--- src/rtl/mips_pkg.sv ---
// Shared definitions for the MIPS32 fetch-side program-counter logic.
// Latency: n/a (types, constants and one helper only).
// Backpressure: n/a.
package mips_pkg;

  // Default vectors; the top exposes these as overridable parameters.
  localparam logic [31:0] RESET_VECTOR_DEF = 32'h0000_0000;
  localparam logic [31:0] EXC_VECTOR_DEF   = 32'h0000_0080;

  // PC sequencing state.
  typedef enum logic [1:0] {
    BOOT = 2'd0,
    RUN  = 2'd1,
    HOLD = 2'd2
  } pc_state_t;

  // Which source won the next-PC priority mux.
  typedef enum logic [1:0] {
    SEL_SEQ = 2'd0,
    SEL_BR  = 2'd1,
    SEL_J   = 2'd2,
    SEL_JR  = 2'd3
  } next_pc_sel_t;

  // Instruction addresses must be word aligned.
  function automatic logic is_misaligned(input logic [31:0] addr);
    return addr[1:0] != 2'b00;
  endfunction

endpackage

--- src/rtl/pc_next_unit_if.sv ---
// Control-transfer inputs and PC outputs of the program-counter stage.
// Latency: n/a (wiring only).
// Backpressure: stall is the only hold signal; no valid/ready on redirects.
// Ports: master drives stall/redirects and observes the PC; slave is the PC unit.
interface pc_next_unit_if;
  logic        stall;
  logic        branch_taken;
  logic [31:0] branch_target;
  logic        jump;
  logic [31:0] jump_target;
  logic        jump_reg;
  logic [31:0] jr_target;
  logic [31:0] pc;
  logic [31:0] pc_plus4;
  logic        pc_valid;
  logic        addr_exc;
  logic [31:0] exc_epc;

  modport master (
    output stall, branch_taken, branch_target, jump, jump_target,
           jump_reg, jr_target,
    input  pc, pc_plus4, pc_valid, addr_exc, exc_epc
  );

  modport slave (
    input  stall, branch_taken, branch_target, jump, jump_target,
           jump_reg, jr_target,
    output pc, pc_plus4, pc_valid, addr_exc, exc_epc
  );
endinterface

--- src/rtl/next_pc_select.sv ---
// Fixed-priority next-PC mux (JR > J > branch > sequential) with alignment check.
// Latency: purely combinational.
// Backpressure: none; the caller decides whether the result is consumed.
// Ports: pc_plus4_i and the three redirect request/target pairs in;
//        winning target, redirect flag and misaligned flag out.
module next_pc_select
  import mips_pkg::*;
(
  input  logic [31:0] pc_plus4_i,
  input  logic        branch_taken_i,
  input  logic [31:0] branch_target_i,
  input  logic        jump_i,
  input  logic [31:0] jump_target_i,
  input  logic        jump_reg_i,
  input  logic [31:0] jr_target_i,
  output logic [31:0] sel_target_o,
  output logic        sel_is_redirect_o,
  output logic        sel_misaligned_o
);

  next_pc_sel_t sel;

  always_comb begin
    sel = SEL_SEQ;
    if (jump_reg_i)          sel = SEL_JR;
    else if (jump_i)         sel = SEL_J;
    else if (branch_taken_i) sel = SEL_BR;
  end

  always_comb begin
    sel_target_o = pc_plus4_i;
    case (sel)
      SEL_JR:  sel_target_o = jr_target_i;
      SEL_J:   sel_target_o = jump_target_i;
      SEL_BR:  sel_target_o = branch_target_i;
      default: sel_target_o = pc_plus4_i;
    endcase
  end

  assign sel_is_redirect_o = (sel != SEL_SEQ);
  // pc_plus4 is always aligned, so only redirects can trap.
  assign sel_misaligned_o  = sel_is_redirect_o && is_misaligned(sel_target_o);

endmodule

--- src/rtl/pc_next_unit.sv ---
// Architectural PC register with stall hold, one-entry pending redirect and
// misaligned-target trap to EXC_VECTOR.
// Latency: one cycle from redirect/sequential selection to pc.
// Backpressure: stall freezes pc; redirects seen while stalled are buffered
//   (last one wins) and applied on release.
// Ports: clk, reset (sync, active high); bus = pc_next_unit_if slave modport.
module pc_next_unit
  import mips_pkg::*;
#(
  parameter logic [31:0] RESET_VECTOR = RESET_VECTOR_DEF,
  parameter logic [31:0] EXC_VECTOR   = EXC_VECTOR_DEF
) (
  input  logic                 clk,
  input  logic                 reset,
  pc_next_unit_if.slave        bus
);

  pc_state_t   state_q, state_d;
  logic [31:0] pc_q, pc_d;
  logic        exc_q, exc_d;
  logic [31:0] epc_q, epc_d;
  logic        pend_vld_q, pend_vld_d;
  logic [31:0] pend_addr_q, pend_addr_d;

  logic [31:0] pc_plus4;
  logic [31:0] sel_target;
  logic        sel_is_redirect;
  logic        sel_misaligned;

  // Per-cycle update request: load tgt into pc, or trap if tgt_trap.
  logic        advance;
  logic [31:0] tgt;
  logic        tgt_trap;

  assign pc_plus4 = pc_q + 32'd4;

  next_pc_select u_sel (
    .pc_plus4_i        (pc_plus4),
    .branch_taken_i    (bus.branch_taken),
    .branch_target_i   (bus.branch_target),
    .jump_i            (bus.jump),
    .jump_target_i     (bus.jump_target),
    .jump_reg_i        (bus.jump_reg),
    .jr_target_i       (bus.jr_target),
    .sel_target_o      (sel_target),
    .sel_is_redirect_o (sel_is_redirect),
    .sel_misaligned_o  (sel_misaligned)
  );

  always_comb begin
    state_d     = state_q;
    pend_vld_d  = pend_vld_q;
    pend_addr_d = pend_addr_q;
    advance     = 1'b0;
    tgt         = sel_target;
    tgt_trap    = sel_misaligned;

    case (state_q)
      BOOT: begin
        // Stall and redirects are ignored during the single boot cycle.
        state_d = RUN;
      end
      RUN, HOLD: begin
        if (bus.stall) begin
          state_d = HOLD;
          if (sel_is_redirect) begin
            pend_vld_d  = 1'b1;
            pend_addr_d = sel_target;
          end
        end else begin
          state_d = RUN;
          advance = 1'b1;
          // A buffered redirect takes precedence over this cycle's inputs.
          if (pend_vld_q) begin
            pend_vld_d = 1'b0;
            tgt        = pend_addr_q;
            tgt_trap   = is_misaligned(pend_addr_q);
          end
        end
      end
      default: state_d = BOOT;
    endcase
  end

  always_comb begin
    pc_d  = pc_q;
    exc_d = 1'b0;
    epc_d = epc_q;
    if (advance) begin
      if (tgt_trap) begin
        pc_d  = EXC_VECTOR;
        exc_d = 1'b1;
        epc_d = tgt;
      end else begin
        pc_d = tgt;
      end
    end
  end

  always_ff @(posedge clk) begin
    if (reset) begin
      state_q     <= BOOT;
      pc_q        <= RESET_VECTOR;
      exc_q       <= 1'b0;
      epc_q       <= 32'h0;
      pend_vld_q  <= 1'b0;
      pend_addr_q <= 32'h0;
    end else begin
      state_q     <= state_d;
      pc_q        <= pc_d;
      exc_q       <= exc_d;
      epc_q       <= epc_d;
      pend_vld_q  <= pend_vld_d;
      pend_addr_q <= pend_addr_d;
    end
  end

  assign bus.pc       = pc_q;
  assign bus.pc_plus4 = pc_plus4;
  assign bus.pc_valid = (state_q != BOOT);
  assign bus.addr_exc = exc_q;
  assign bus.exc_epc  = epc_q;

endmodule

--- src/flat_wrapper.sv ---
// flat-port wrapper written by rule: the top's interface ports become plain ports
module pc_next_unit_flat import mips_pkg::*;
#(
  parameter logic [31:0] RESET_VECTOR = RESET_VECTOR_DEF,
  parameter logic [31:0] EXC_VECTOR   = EXC_VECTOR_DEF
)
  (clk, reset, bus_stall, bus_branch_taken, bus_branch_target, bus_jump, bus_jump_target, bus_jump_reg, bus_jr_target, bus_pc, bus_pc_plus4, bus_pc_valid, bus_addr_exc, bus_exc_epc);
  pc_next_unit_if bus_i ();
  input  logic clk;
  input  logic reset;
  input wire logic [$bits(bus_i.stall)-1:0] bus_stall;
  input wire logic [$bits(bus_i.branch_taken)-1:0] bus_branch_taken;
  input wire logic [$bits(bus_i.branch_target)-1:0] bus_branch_target;
  input wire logic [$bits(bus_i.jump)-1:0] bus_jump;
  input wire logic [$bits(bus_i.jump_target)-1:0] bus_jump_target;
  input wire logic [$bits(bus_i.jump_reg)-1:0] bus_jump_reg;
  input wire logic [$bits(bus_i.jr_target)-1:0] bus_jr_target;
  output wire logic [$bits(bus_i.pc)-1:0] bus_pc;
  output wire logic [$bits(bus_i.pc_plus4)-1:0] bus_pc_plus4;
  output wire logic [$bits(bus_i.pc_valid)-1:0] bus_pc_valid;
  output wire logic [$bits(bus_i.addr_exc)-1:0] bus_addr_exc;
  output wire logic [$bits(bus_i.exc_epc)-1:0] bus_exc_epc;
  assign bus_i.stall = bus_stall;
  assign bus_i.branch_taken = bus_branch_taken;
  assign bus_i.branch_target = bus_branch_target;
  assign bus_i.jump = bus_jump;
  assign bus_i.jump_target = bus_jump_target;
  assign bus_i.jump_reg = bus_jump_reg;
  assign bus_i.jr_target = bus_jr_target;
  assign bus_pc = bus_i.pc;
  assign bus_pc_plus4 = bus_i.pc_plus4;
  assign bus_pc_valid = bus_i.pc_valid;
  assign bus_addr_exc = bus_i.addr_exc;
  assign bus_exc_epc = bus_i.exc_epc;
  pc_next_unit #(.RESET_VECTOR(RESET_VECTOR), .EXC_VECTOR(EXC_VECTOR)) u_core (.clk(clk), .reset(reset), .bus(bus_i));
endmodule
--- config.mk ---
export PLATFORM = sky130hd
export DESIGN_NAME = pc_next_unit_flat
export DESIGN_NICKNAME = d
export VERILOG_FILES = /design/src/rtl/mips_pkg.sv /design/src/rtl/pc_next_unit_if.sv /design/src/rtl/next_pc_select.sv /design/src/rtl/pc_next_unit.sv /design/src/flat_wrapper.sv
export SDC_FILE = /design/constraint.sdc
export NUM_CORES = 1
export LEC_CHECK = 0
export CAP_MARGIN = 30
export CORE_MARGIN = 2
export CORE_UTILIZATION = 45
export DETAILED_ROUTE_END_ITERATION = 10
export GPL_ROUTABILITY_DRIVEN = 0
export HOLD_SLACK_MARGIN = 0.02
export PLACE_DENSITY_LB_ADDON = 0.1
export SLEW_MARGIN = 10
export SYNTH_ARGS = -nofsm -noshare
export SYNTH_HDL_FRONTEND = slang
export SYNTH_SLANG_ARGS = --single-unit
--- constraint.sdc ---
create_clock -name clk -period 2.6 [get_ports clk]
set_clock_uncertainty 0.15 [all_clocks]
set_input_delay 0.52 -clock clk [delete_from_list [all_inputs] [get_ports clk]]
set_output_delay 0.52 -clock clk [all_outputs]
set_load 0.05 [all_outputs]
==> flow_summary.ini, run 1 <==
[clock_tree]
clk_path_buf_depth = 2
clk_pin_slew_ns = 0.07
clk_latency_ns = 0.35
htreeDepth = 3
cts_hold_buffers = 0
cts_root_buf = clkbuf_16
cts_tree = yes
cts_buffers = 9
clock-sinks = 100

[finish]
finalNetCount = 1101
fillers = 781
drive_gt1_share_pct = 24.6
n_antenna_cell = 0
stdcell_count = 1148
syn2layout_area_growth_pct = 71.9

[yosys]
synth_edf_count = 0
syn-num-nets = 838
synthTopCellsByArea = dfxtp_1 (37%), nand2_1 (7.1%), nor2_1 (5.3%)
syn_area_per_cell_um2 = 7.47
ys_seq_elements = 100
synth_cell_type_count = 54
syn_inst = 733
synth_top_area_share_pct = 36.6
yosysSeqAreaShare_pct = 36.6
async_flop_share_pct = 0
synth_ff_type = dfxtp_1
yosys.area.top_type = dfxtp_1
syn-cell-area_um2 = 5480
synth_warnings = 0

[drt]
first_iter_violations = 713
wl_per_cell_um = 19.2
wirelength_um = 22000
ant_nets = 0
drc_errors = 0
via_count = 6891
routed_via_density = 6.00
first_pass_iters = 7

[floorplan]
fp.dieH_um = 114
die_area_um2 = 13100
pin_count = 200
fp.coreArea_um2 = 12000
die_w_um = 114
num_rows = 40
start_util_pct = 45.8

[place]
dpl.hpwl_um = 15200
numPortBuffers = 199
dpl.cell_count = 1102
place_ws_ns = -0.192

[setup_path]
worstSetupStartpoint = u_core.bus.pc[6]$_SDFFE_PP0P_
cp.arrival_ns = 2.13
critical_path.max_fanout = 2
crit_required_ns = 1.93
path_cells = nand4_1 > or3_4 > or4_4 > xnor2_4 > buf_12
critPathKind = register to output pin
endpoint = bus_pc_plus4[31]
cp-end-kind = output pin
r2r_start = u_core.state_q[0]$_SDFF_PP0_
crit_slowest_cell = or4_4
cp.buffers_inverters = 1
r2r-end = u_core.bus.exc_epc[17]$_SDFFE_PP0P_
rrSetupSlack_ns = 0.21
critical-path-top-delay-family = simple AND/OR/NAND/NOR gates
cp_num_cells = 5
max_stage_delay_ns = 0.48
critPathLaunchType = register
reg2reg_depth = 7

[timing]
timing.hold.ws_ns = 0.308
worstMarginPinSlew_ns = 0.746
fmax_mhz = 357
drv_slew = 0
rsz0062_at_grt = true
setup_tns_ns = -1.37
setup_violations = 16
slew_headroom_pct = 50.2
final-hold-violation-count = 0
worst_slack_ns = -0.198
post-route-period-util_pct = 108
fin_crit_ns = 2.80

[hold_path]
hp-class = register to register

[power_and_ir_drop]
p_leak_nw = 3.70
max-vdd-ir-drop_uv = 322
power_density_nw_per_um2 = 500

[global_route]
grt.busiest_layer = met2
grt_usage_pct = 31.9
met2_usage_pct = 53.8
grt_pass1_vias = 6578
grt_first_pass_wirelength_um = 32900
grt_use_met1_pct = 40.9
grt_overflow_total = 0
grt_max_degree = 44
antenna_found_initial = 0
grt_util_met3_pct = 5.03

[flow_run]
maxCapViolCount = 0

[status]
status = complete, but fails checks
violations = setup timing
-- final cells by class --
| class | count | area [um2] | area share (%) |
|---|---|---|---|
| Clock inverter | 4 | 32.5 | 0.346 |
| Timing Repair Buffer | 313 | 3210 | 34.1 |
| Sequential cell | 100 | 2070 | 22.0 |
| Multi-Input combinational cell | 557 | 3600 | 38.3 |
| Tap cell | 147 | 184 | 1.95 |
| Clock buffer | 12 | 258 | 2.74 |
| Inverter | 15 | 56.3 | 0.598 |
-- power breakdown --
group	switching, mW	internal [mW]	total (mW)
clock network	0.618	0.715	1.33
logic	0.930	0.674	1.60
registers	0.106	1.66	1.77
total	1.65	3.05	4.70
-- how the worst min path moves through the flow --
stage                                   startpoint                                  end  depth (start not counted)  slack, ns
6_report       u_core.bus.exc_epc[25]$_SDFFE_PP0P_  u_core.bus.exc_epc[25]$_SDFFE_PP0P_                          2       0.31
5_1_grt        u_core.bus.exc_epc[25]$_SDFFE_PP0P_  u_core.bus.exc_epc[25]$_SDFFE_PP0P_                          2       0.34
4_1_cts        u_core.bus.exc_epc[25]$_SDFFE_PP0P_  u_core.bus.exc_epc[25]$_SDFFE_PP0P_                          2       0.31
3_5_place_dp   u_core.bus.exc_epc[25]$_SDFFE_PP0P_  u_core.bus.exc_epc[25]$_SDFFE_PP0P_                          2       0.30
3_3_place_gp   u_core.bus.exc_epc[27]$_SDFFE_PP0P_  u_core.bus.exc_epc[27]$_SDFFE_PP0P_                          2       0.30
2_1_floorplan  u_core.pend_addr_q[31]$_SDFFE_PP0P_  u_core.pend_addr_q[31]$_SDFFE_PP0P_                          2       0.31
-- metal layers --
layer  share of wire [%]  up-vias
li1                    -     3167
met1                  39     3241
met2                  49      415
met3                 9.3       68
met4                 3.3        0
met5                   0        -
-- sequential cells by signal (all words and copies together) (netlist names) --
signal,cells
u_core.state_q,2
u_core.bus.pc,32
u_core.bus.addr_exc,1
u_core.pend_vld_q,1
u_core.pend_addr_q,32
u_core.bus.exc_epc,32
-- cells by family (layout without fill, tap and decap cells) --
logic type / Yosys count / count (layout) / share of synthesized area [%]
xor+xnor: 18 / 18 / 2.88
compound gates: 211 / 211 / 25.7
simple gates: 321 / 321 / 27.8
buf+inv: 76 / 344 / 5.51
fa+ha+maj: 3 / 3 / 0.685
mux: 4 / 4 / 0.822
flops: 100 / 100 / 36.6
-- Yosys cell counts, drive strengths merged, types with 9 or more instances --
cell,instances
a211oi,12
inv,15
clkbuf,48
o211ai,21
nand4,9
nor3b,11
or3,9
o31ai,18
nand2,103
dfxtp,100
nand3,24
a21oi,27
a31oi,10
nand2b,10
o21ai,56
o22ai,22
nor2,78
nor2b,10
nor3,36
buf,13
xnor2,11
-- tightest hold or removal path, delay by kind of cell (launching register included) --
kind	cells	cell delay, ns
DFF	1	0.31
and+or+nand+nor	1	0.05
AOI/OAI and AO/OA	1	0.05
-- per-stage QoR --
step	utilization, %	instance area [um2]	total power [mW]
after CTS	76.5	9150	4.66
after detailed placement	71.3	8530	3.34
after global placement	71.3	8530	3.30
final	78.7	9410	4.70
after global routing	78.7	9410	4.86
after floorplan	-	5650	2.63
-- repair_timing --
item	in CTS	in global routing
pin swaps	18	23
setup endpoints to repair	18	21
buffers inserted	18	12
resized for setup	42	37
-- cells in the final DEF, fill, tap and decap left out, types with 22 or more instances in the layout --
| cell | count |
|---|---|
| o22ai_1 | 22 |
| clkdlybuf4s50_1 | 169 |
| nand3_1 | 22 |
| buf_12 | 32 |
| a21oi_1 | 26 |
| nand2_1 | 99 |
| dfxtp_1 | 77 |
| o21ai_0 | 54 |
| buf_4 | 100 |
| nor2_1 | 74 |
| nor3_1 | 27 |
No activity file was read; power rests on OpenSTA's default activity.
==> run 2, diff against run 1 <==
Settings changed: CORE_ASPECT_RATIO from default to 0.8, CORE_UTILIZATION 45 to 44, SYNTH_HIERARCHICAL from default to 1.
==> run 2 against run 1 <==
Final area is 5.9% lower. Sequential power about the same. Wire length shrank 7.8%. Critical path type unchanged. The flow still finishes with violations (setup timing). Count of clock-buffer cells in the layout fell by 3. Fmax rose by 2.0%.
==> flow_summary.ini, run 2 <==
[status]
status = complete, but fails checks
violations = setup timing

[place]
place_ws_ns = -0.383
numPortBuffers = 199
dpl.hpwl_um = 13400

[global_route]
grt_pass1_vias = 5544
grt_overflow_total = 0
antenna_found_initial = 0
grt_usage_pct = 31.7
grt_first_pass_wirelength_um = 29600
grt_max_degree = 43

[yosys]
synth_cell_type_count = 35
synth_ff_type = dfxtp_1
synth_top_area_share_pct = 40.2
syn-num-nets = 720
async_flop_share_pct = 0
synth_warnings = 6
synth.most_common_cell = nand2_1
yosysSeqAreaShare_pct = 40.2
synth_common_cells = nand2_1 (109), dfxtp_1 (100), a21oi_1 (64)
synthTopCellsByArea = dfxtp_1 (40%), nand2_1 (8.2%), o22ai_1 (7.0%)
synth_edf_count = 0
yosys.area.top_type = dfxtp_1
syn-cell-area_um2 = 4980
syn_inst = 615
ys_seq_elements = 100
syn_area_per_cell_um2 = 8.10

[clock_tree]
clk_path_buf_depth = 2
cts_tree = yes
clock-sinks = 100
htreeDepth = 3
clk_latency_ns = 0.34
cts_buffers = 9
clk_pin_slew_ns = 0.07
cts_root_buf = clkbuf_16
cts_hold_buffers = 0

[setup_path]
cp_num_cells = 6
r2r_start = u_core/bus.pc[9]$_SDFFE_PP0P_
crit_slowest_cell = dfxtp_4
cp-end-kind = output pin
critPathKind = register to output pin
cp.arrival_ns = 2.07
critical_path.max_fanout = 6
critical-path-top-delay-family = simple AND/OR/NAND/NOR gates
cp.buffers_inverters = 2
crit_required_ns = 1.93
critPathLaunchType = register
reg2reg_depth = 10
max_stage_delay_ns = 0.39
path_cells = nand4_4 > nor4_4 > buf_6 > nand4b_1 > xnor2_4 > buf_12
worstSetupStartpoint = u_core/bus.pc[9]$_SDFFE_PP0P_

[power_and_ir_drop]
p_int_mw = 3.27
sw_frac_of_total_pct = 33.7
p_leak_nw = 3.50
total_power_mw = 4.94
seqPwrFrac_pct = 35.9
pwr-share-clk_pct = 31.0
switchingPower_mw = 1.67
pwr-share-comb_pct = 33.0
power_density_nw_per_um2 = 557
max-vdd-ir-drop_uv = 384

[timing]
worst_slack_ns = -0.143
fin_crit_ns = 2.74
post-route-period-util_pct = 106
worstMarginPinSlew_ns = 0.586
slew_headroom_pct = 60.8
rsz0062_at_grt = true
final-hold-violation-count = 0
setup_violations = 17
fmax_mhz = 365
drv_slew = 0

[drt]
first_iter_violations = 414
routed_via_density = 5.86
ant_nets = 0
via_count = 5791
drc_errors = 0
first_pass_iters = 5
wirelength_um = 20300
wl_per_cell_um = 20.6

[finish]
finalNetCount = 945
seq_area_um2 = 2090
layout_common_cells = clkdlybuf4s50_1 (169), nand2_1 (106), dfxtp_1 (72)
syn2layout_area_growth_pct = 77.9
multiInputGateArea_um2 = 3330
fillers = 643
n_antenna_cell = 0
layout_commonest_cell = clkdlybuf4s50_1
drive_gt1_share_pct = 24.9

[floorplan]
fp.coreArea_um2 = 10900
start_util_pct = 45.5
die_w_um = 123
num_rows = 34
pin_count = 200
die_area_um2 = 12200
fp.dieH_um = 99.1

[hold_path]
hp-class = register to register
hold_start = u_core/pend_addr_q[8]$_SDFFE_PP0P_
hold_depth = 2

[flow_run]
maxCapViolCount = 0
[run 2: routing by layer]
metal	part of all wire [%]	vias to the layer above	track usage, %
met4	2.4	0	11.1
li1	-	2655	-
met2	49	292	52.3
met5	0	-	0
met3	7.6	38	8.20
met1	41	2806	40.0
[run 2: layout make-up]
cell class	instances	area share, %
clock inverter	7	1.29
sequential	100	23.6
timing repair buffer	267	32.7
clock buffer	9	2.54
tap	144	2.03
multi-input combinational	455	37.6
inverter	7	0.297
[run 2: cells by family after synthesis]
kind of cell | count (synthesis) | synth area share (%)
simple gates | 197 | 17.6
compound gates | 195 | 23.7
flops | 100 | 40.2
buf+inv | 60 | 6.33
mux | 32 | 6.43
xor+xnor | 28 | 4.93
fa+ha+maj | 3 | 0.754
[run 2: worst paths after layout]
| kind | slack, ns | end |
|---|---|---|
| setup / recovery | -0.14 | bus_pc_plus4[28] |
| hold / removal | 0.31 | u_core/pend_addr_q[8]$_SDFFE_PP0P_ |
| setup reg to reg | -0.02 | u_core/bus.exc_epc[17]$_SDFFE_PP0P_ |
| hold reg to reg | 0.31 | u_core/pend_addr_q[8]$_SDFFE_PP0P_ |
[run 2: timing repair]
item                                    in CTS  in global routing
cloned                                       2                  0
pin swaps                                   15                 23
endpoints found under the hold margin        0                  0
buffers inserted                            10                 24
resized for setup                           29                 35
endpoints found under the setup margin      27                 83
[run 2: metrics by stage]
stage	setup TNS (ns)	area, um2	utilization [%]	std cells	hold WS (ns)
after global placement	-9.55	7960	72.8	938	0.291
after floorplan	0	5470	-	615	0.286
after detailed placement	-19.66	7960	72.8	938	0.297
final	-1.59	8850	81.0	989	0.305
after global routing	-3.82	8850	81.0	989	0.325
after CTS	-1.25	8540	78.1	966	0.306
[run 2: power by group through the flow]
stage / Sequential [mW] / Combinational [mW] / Clock, mW
after floorplan: 2.09 / 0.613 / 0
after global placement: 1.80 / 1.50 / 0
after detailed placement: 1.81 / 1.53 / 0
after CTS: 1.77 / 1.56 / 1.54
after global routing: 1.79 / 1.71 / 1.60
final: 1.77 / 1.63 / 1.53
[run 2: worst register-to-register path, delay by kind of cell (launching register included)]
family	cells	cell delay, ns
and+or+nand+nor	3	0.69
muxes	1	0.14
xor gates and xnor gates	1	0.27
DFF	1	0.39
buffers and inverters	2	0.29
AOI/OAI and AO/OA	3	0.58
==> run 3, diff against run 2 <==
Settings changed: CORE_MARGIN 2 to default, CORE_UTILIZATION 44 to 40.
==> run 3 against run 2 <==
Combinational power about the same. Worst setup slack better by 0.051 ns. Flip-flop and latch count did not move. Critical path depth did not move. Critical endpoint is now bus_pc_plus4[25]. The run still ends with setup timing left.
==> flow_summary.ini, run 3 (synthesis results as in run 2) <==
[floorplan]
fp.dieH_um = 102
die_area_um2 = 12900
pin_count = 200
die_w_um = 127
num_rows = 36
start_util_pct = 40.9
fp.coreArea_um2 = 12200

[clock_tree]
htreeDepth = 3
clock-sinks = 100
cts_tree = yes
cts_hold_buffers = 0
clk_pin_slew_ns = 0.06
clk_path_buf_depth = 2
clk_latency_ns = 0.35
cts_buffers = 9
cts_root_buf = clkbuf_16

[finish]
layout_common_cells = clkdlybuf4s50_1 (168), nand2_1 (105), dfxtp_1 (72)
layout_commonest_cell = clkdlybuf4s50_1
post-route-util_pct = 72.3
fillers = 901
multiInputGateArea_um2 = 3250
syn2layout_area_growth_pct = 76.7
finalNetCount = 944
n_antenna_cell = 0
finalInstanceArea_um2 = 8800
stdcell_count = 996
drive_gt1_share_pct = 23.5
seq_area_um2 = 2090

[global_route]
grt_overflow_total = 0
grt_max_degree = 36
grt_usage_pct = 28.6
antenna_found_initial = 0
grt_first_pass_wirelength_um = 28200
grt_pass1_vias = 5354

[timing]
setup_violations = 13
slew_headroom_pct = 62.1
post-route-period-util_pct = 104
final-hold-violation-count = 0
worstMarginPinSlew_ns = 0.567
fmax_mhz = 371
setup_tns_ns = -0.702
drv_slew = 0
rsz0062_at_grt = true
timing.hold.ws_ns = 0.305
worst_slack_ns = -0.0924
fin_crit_ns = 2.69

[setup_path]
critPathLaunchType = register
r2r_start = u_core/bus.pc[2]$_SDFFE_PP0P_
worstSetupStartpoint = u_core/bus.pc[12]$_SDFFE_PP0P_
critPathKind = register to output pin
cp.arrival_ns = 2.02
cp-end-kind = output pin
crit_required_ns = 1.93
critical_path.max_fanout = 6

[drt]
first_iter_violations = 305
first_pass_iters = 4
drc_errors = 0
wirelength_um = 18800
wl_per_cell_um = 18.9
routed_via_density = 5.63
via_count = 5612
ant_nets = 0

[status]
status = complete, but fails checks
violations = setup timing

[hold_path]
hp-class = register to register
hold_start = u_core/pend_addr_q[27]$_SDFFE_PP0P_

[power_and_ir_drop]
total_power_mw = 4.86
max-vdd-ir-drop_uv = 368
p_leak_nw = 3.49
power_density_nw_per_um2 = 552

[place]
place_ws_ns = -0.356
dpl_cell_area_um2 = 7980
dpl.hpwl_um = 12800
numPortBuffers = 199
dpl.cell_count = 946

[flow_run]
maxCapViolCount = 0
-- run 3: worst max-delay path, cell delays in order, from the launching register on --
cell	delay, ns
dfxtp_4	0.36
nand4_4	0.12
nor4_4	0.37
buf_6	0.19
nand4_1	0.22
xnor2_4	0.25
buf_12	0.16
-- run 3: area by class of cell --
type	instances	share of cell area, %
clock buffers	14	3.37
clock inverters	2	0.412
inverters	7	0.299
multi-input cells	455	36.9
flip-flops and latches	100	23.8
well taps	152	2.16
repair buffers	266	33.1
-- run 3: final timing paths --
check	to	slack (ns)	cells after the start
min reg2reg	u_core/pend_addr_q[27]$_SDFFE_PP0P_	0.31	2
max reg2reg	u_core/bus.exc_epc[12]$_SDFFE_PP0P_	0.12	11
min	u_core/pend_addr_q[27]$_SDFFE_PP0P_	0.31	2
max	bus_pc_plus4[25]	-0.09	6
-- run 3: what timing repair did --
| action | CTS | global route |
|---|---|---|
| setup buffers | 18 | 14 |
| pin swaps | 14 | 11 |
| cloned | 1 | 1 |
| endpoints found under the setup margin | 23 | 77 |
| resized for setup | 24 | 31 |
-- run 3: report_power, final --
part	leakage (nW)	internal (mW)	switching, mW
combinational	2.49	0.681	0.938
sequential	0.834	1.66	0.114
clock	0.164	0.891	0.574
total	3.49	3.23	1.63
-- run 3: per-layer routing --
metal / global-route usage, % / vias to the layer above / share of wire [%]
met2: 49.5 / 214 / 49
met3: 5.71 / 22 / 6.4
li1: - / 2656 / -
met5: 0 / - / 0
met1: 36.9 / 2720 / 44
met4: 7.14 / 0 / 1.5
